File: src/rtl/fifo_rd_stream.sv
// fifo_rd_stream: turns a FIFO rempty/rinc read port into a valid/ready
// stream through a two-entry head/skid buffer.
module fifo_rd_stream #(
   parameter int DSIZE   = 8,
   parameter int CNTSIZE = 16
) (
   input  logic               rclk,
   input  logic               rrst_n,
   input  logic [DSIZE-1:0]   rdata,
   input  logic               rempty,
   output logic               rinc,
   output logic [DSIZE-1:0]   dout,
   output logic               dout_valid,
   input  logic               dout_ready,
   output logic [1:0]         level,
   output logic [CNTSIZE-1:0] xfer_cnt
);

   typedef enum logic [1:0] {
      EMPTY = 2'd0,
      ONE   = 2'd1,
      TWO   = 2'd2
   } state_e;

   state_e             state_q, state_d;
   logic [DSIZE-1:0]   head_q, head_d;
   logic [DSIZE-1:0]   skid_q, skid_d;
   logic               valid_q;
   logic [CNTSIZE-1:0] cnt_q;
   logic               push, pop;

   // state register and datapath registers
   always_ff @(posedge rclk or negedge rrst_n) begin
      if (!rrst_n) begin
         state_q <= EMPTY;
         head_q  <= '0;
         skid_q  <= '0;
         valid_q <= 1'b0;
         cnt_q   <= '0;
      end else begin
         state_q <= state_d;
         head_q  <= head_d;
         skid_q  <= skid_d;
         valid_q <= (state_d != EMPTY);
         if (pop)
            cnt_q <= cnt_q + 1'b1;
      end
   end

   // next state and buffer contents from push/pop
   always_comb begin
      state_d = state_q;
      head_d  = head_q;
      skid_d  = skid_q;
      unique case (state_q)
         EMPTY: begin
            if (push) begin
               head_d  = rdata;
               state_d = ONE;
            end
         end
         ONE: begin
            if (push && !pop) begin
               skid_d  = rdata;
               state_d = TWO;
            end else if (push && pop) begin
               head_d  = rdata;
            end else if (pop) begin
               state_d = EMPTY;
            end
         end
         TWO: begin
            if (pop) begin
               head_d  = skid_q;
               state_d = ONE;
            end
         end
         default: state_d = EMPTY;
      endcase
   end

   // read request never looks at dout_ready, so no ready->rinc path exists
   always_comb begin
      rinc       = rrst_n & ~rempty & (state_q != TWO);
      push       = rinc;
      pop        = valid_q & dout_ready;
      dout       = head_q;
      dout_valid = valid_q;
      level      = state_q;
      xfer_cnt   = cnt_q;
   end

endmodule

File: config.mk
export PLATFORM = sky130hd
export DESIGN_NAME = fifo_rd_stream
export DESIGN_NICKNAME = d
export VERILOG_FILES = /design/src/rtl/fifo_rd_stream.sv
export SDC_FILE = /design/constraint.sdc
export NUM_CORES = 1
export LEC_CHECK = 0
export ABC_AREA = 1
export CAP_MARGIN = 20
export CORE_MARGIN = 10
export CORE_UTILIZATION = 44
export DETAILED_ROUTE_END_ITERATION = 7
export PLACE_DENSITY = 0.82
export SYNTH_ARGS = -nofsm -noshare
export SYNTH_HDL_FRONTEND = slang
export SYNTH_SLANG_ARGS = --single-unit
export TNS_END_PERCENT = 1
File: constraint.sdc
create_clock -name rclk -period 1.1 [get_ports rclk]
set_input_delay 0.33 -clock rclk [delete_from_list [all_inputs] [get_ports rclk]]
set_output_delay 0.33 -clock rclk [all_outputs]
set_load 0.01 [all_outputs]
==> impl_metrics.toml <==
[placement]
gp_congestion = 0.7869
portBuffers = 39
dp.cells = 309
dpl.hpwl_um = 2940
dpl_cell_area_mm2 = 0.002360

[final_layout]
multi_input_area_um2 = 749.5
nFillCells = 302
layout_common_cells = "nand2_1 (51), buf_4 (35), dfrtp_1 (34), inv_1 (18), buf_6 (17)"
final_cell_area_mm2 = 0.002521
num-nets-final = 287
utilization_pct = 68.87
num_antenna_cells = 0
regArea_um2 = 877.1
drive_gt1_share_pct = 36.73
syn2layout_area_growth_pct = 51.16
layout_commonest_cell = "nand2_1"
fin_cells = 323

[cts]
cts_max_path_buffers = 2
holdBufCountCts = 0
cts_num_sinks = 35
clockRootBuffer = "clkbuf_8"
clk_latency_ns = 0.29
cts_tree = "done"
numCtsBuffers = 5
cts.clk_slew.worst_paths_ns = 0.07
h-tree-depth = 2

[sta]
max_freq_ghz = 0.7392
maxSlewHeadroom_pct = 70.77
holdWs_ns = 0.2658
finalHoldViolations = 0
min_period_ns = 1.353
timing.final.crit_share_pct = 123.0
fin_ws_ns = -0.2528
maxSlewViolCount = 0
tightest_slew_ns = 0.4384
fin_skew_ns = 0.008882
rsz0062_at_grt = "yes"
finalSetupViolCount = 60

[floorplanning]
fp.dieArea_mm2 = 0.006653
io_pins = 40
fp-row-count = 22
core_area_mm2 = 0.003661
die_y_um = 81.57
initial_core_util_pct = 45.56
die_w_um = 81.57

[global_routing]
grt_pass1_vias = 1562
gr-total-overflow = 0
grt_use_total_pct = 13.27
antenna_found_initial = 0
grt_max_degree = 36
grt_pass1_wl_um = 6975

[worst_setup_path]
crit_chain = "buf_6 > inv_4 > a21oi_2 > buf_2"
crit_slowest_cell = "dfrtp_1"
start_kind = "flop"
critical_path.max_stage_delay_ns = 0.37
cp_top_family = "flip-flops"
crit_fanout = 2
critPathBufInv = 3
cp.required_ns = 0.77
worstSetupPathType = "reg -> out"
crit_path_end_kind = "output pin"
crit_arrival_ns = 1.02

[detailed_routing]
post_drt_via_cell_ratio = 4.731
ant_nets = 0
drt_wl_total_um = 3997
drc = 0
vias = 1528
wl_per_cell_um = 12.37
firstDrtPassIters = 4
drt-initial-drc-count = 83

[synthesis]
ys_warn_count = 0
ys_seq_area_share_pct = 52.51
syn-num-nets = 205
synth.distinct_cells = 24
synthCells = 192
syn_avg_cell_area_um2 = 8.687
ys_ff_latch = 35
syn_area_mm2 = 0.001668

[run_status]
run_status = "finished with violations"
violations = "negative setup slack"

[flow_run]
max-cap-violations = 0

[hold_path]
hold_class = "in -> async"

[pwr]
power.leakage_nw = 1.350
p_per_area_mw_per_mm2 = 2176
ir_drop_mv = 1.339
finalPower_mw = 5.486
## synthesized netlist by cell type
| cell | number | area, µm² |
|---|---|---|
| nor2_4 | 1 | 11.26 |
| o21ai_0 | 4 | 20.02 |
| xnor2_1 | 5 | 43.79 |
| ha_1 | 1 | 12.51 |
| inv_2 | 4 | 15.01 |
| buf_2 | 2 | 10.01 |
| dfrtp_1 | 35 | 875.8 |
| o21ai_2 | 1 | 8.760 |
| a21oi_4 | 1 | 16.27 |
| nor2_2 | 3 | 18.77 |
| nor3_2 | 1 | 10.01 |
| nand2_2 | 2 | 12.51 |
| nor2_1 | 19 | 71.32 |
| buf_6 | 2 | 22.52 |
| nand3_1 | 1 | 5.000 |
| nor3_1 | 1 | 5.000 |
| nand3_2 | 4 | 40.04 |
| xor2_1 | 6 | 52.55 |
| inv_1 | 18 | 67.56 |
| nand4_1 | 5 | 31.28 |
| a21oi_1 | 9 | 45.04 |
| nand3b_1 | 1 | 7.510 |
| nand2_1 | 52 | 195.2 |
| o21ai_1 | 14 | 70.07 |
## layer usage
layer,vias to the layer above,wire (µm),track usage (%),share of wire [%]
li1,777,-,-,-
met1,698,1678,14.16,42
met2,43,1950,22.91,49
met3,10,290,4.803,7.3
met4,0,77,6.228,1.9
met5,-,0,0,0
## cells by family (layout without fill, tap and decap cells)
| logic type | after synthesis | count (layout) | synth area share (%) |
|---|---|---|---|
| adder cells (fa/ha/maj) | 1 | 1 | 0.7501 |
| AND/OR/NAND/NOR | 90 | 90 | 24.46 |
| buffers and inverters | 26 | 109 | 6.901 |
| XOR/XNOR | 11 | 11 | 5.776 |
| flip-flops | 35 | 35 | 52.51 |
| AO/OA/AOI/OAI | 29 | 29 | 9.603 |
## stage by stage
| step | TNS, ns | setup WS, ns |
|---|---|---|
| 2_1_floorplan | -1.765 | -0.1206 |
| 3_3_place_gp | -24.01 | -0.8137 |
| 3_5_place_dp | -25.59 | -0.8254 |
| 4_1_cts | -5.099 | -0.2404 |
| 5_1_grt | -8.769 | -0.2984 |
| 6_report | -5.236 | -0.2528 |
## sequential cells by signal (all words and copies together), names as in the netlist
| name | count |
|---|---|
| xfer_cnt | 16 |
| dout | 8 |
| skid_q | 8 |
| level | 2 |
| dout_valid | 1 |
## worst paths after layout
check	from	to	slack (ns)	cells past startpoint
max	level[0]$_DFF_PN0_	rinc	-0.25	4
min	rrst_n	xfer_cnt[2]$_DFFE_PN0P_	0.27	2
max reg2reg	level[0]$_DFF_PN0_	dout[1]$_DFFE_PN0P_	-0.21	9
min reg2reg	dout[6]$_DFFE_PN0P_	dout[6]$_DFFE_PN0P_	0.49	2
max in group asynchronous	rrst_n	xfer_cnt[0]$_DFFE_PN0P_	0.51	2
min in group rclk	dout[6]$_DFFE_PN0P_	dout[6]$_DFFE_PN0P_	0.49	2
## cell type report
type	count	share of cell area (%)
clock buffers	7	3.424
clock inverters	1	0.1985
inverters	22	3.474
multi-input cells	131	29.73
flip-flops and latches	35	34.79
well taps	48	2.382
repair buffers	79	26.00
## report_power, final
group | leakage [nW] | switching (mW) | internal [mW]
Combinational | 0.867 | 1.28 | 1.25
Clock | 0.0482 | 0.456 | 0.505
Sequential | 0.436 | 0.263 | 1.73
Total | 1.35 | 2.00 | 3.48
## repair_timing
action	4_1_cts	5_1_grt
gates resized for setup	131	19
endpoints found under the hold margin	0	0
setup endpoints to repair	60	61
setup buffers	2	4
pin swaps	1	9
No activity file was read; power rests on OpenSTA's default activity.
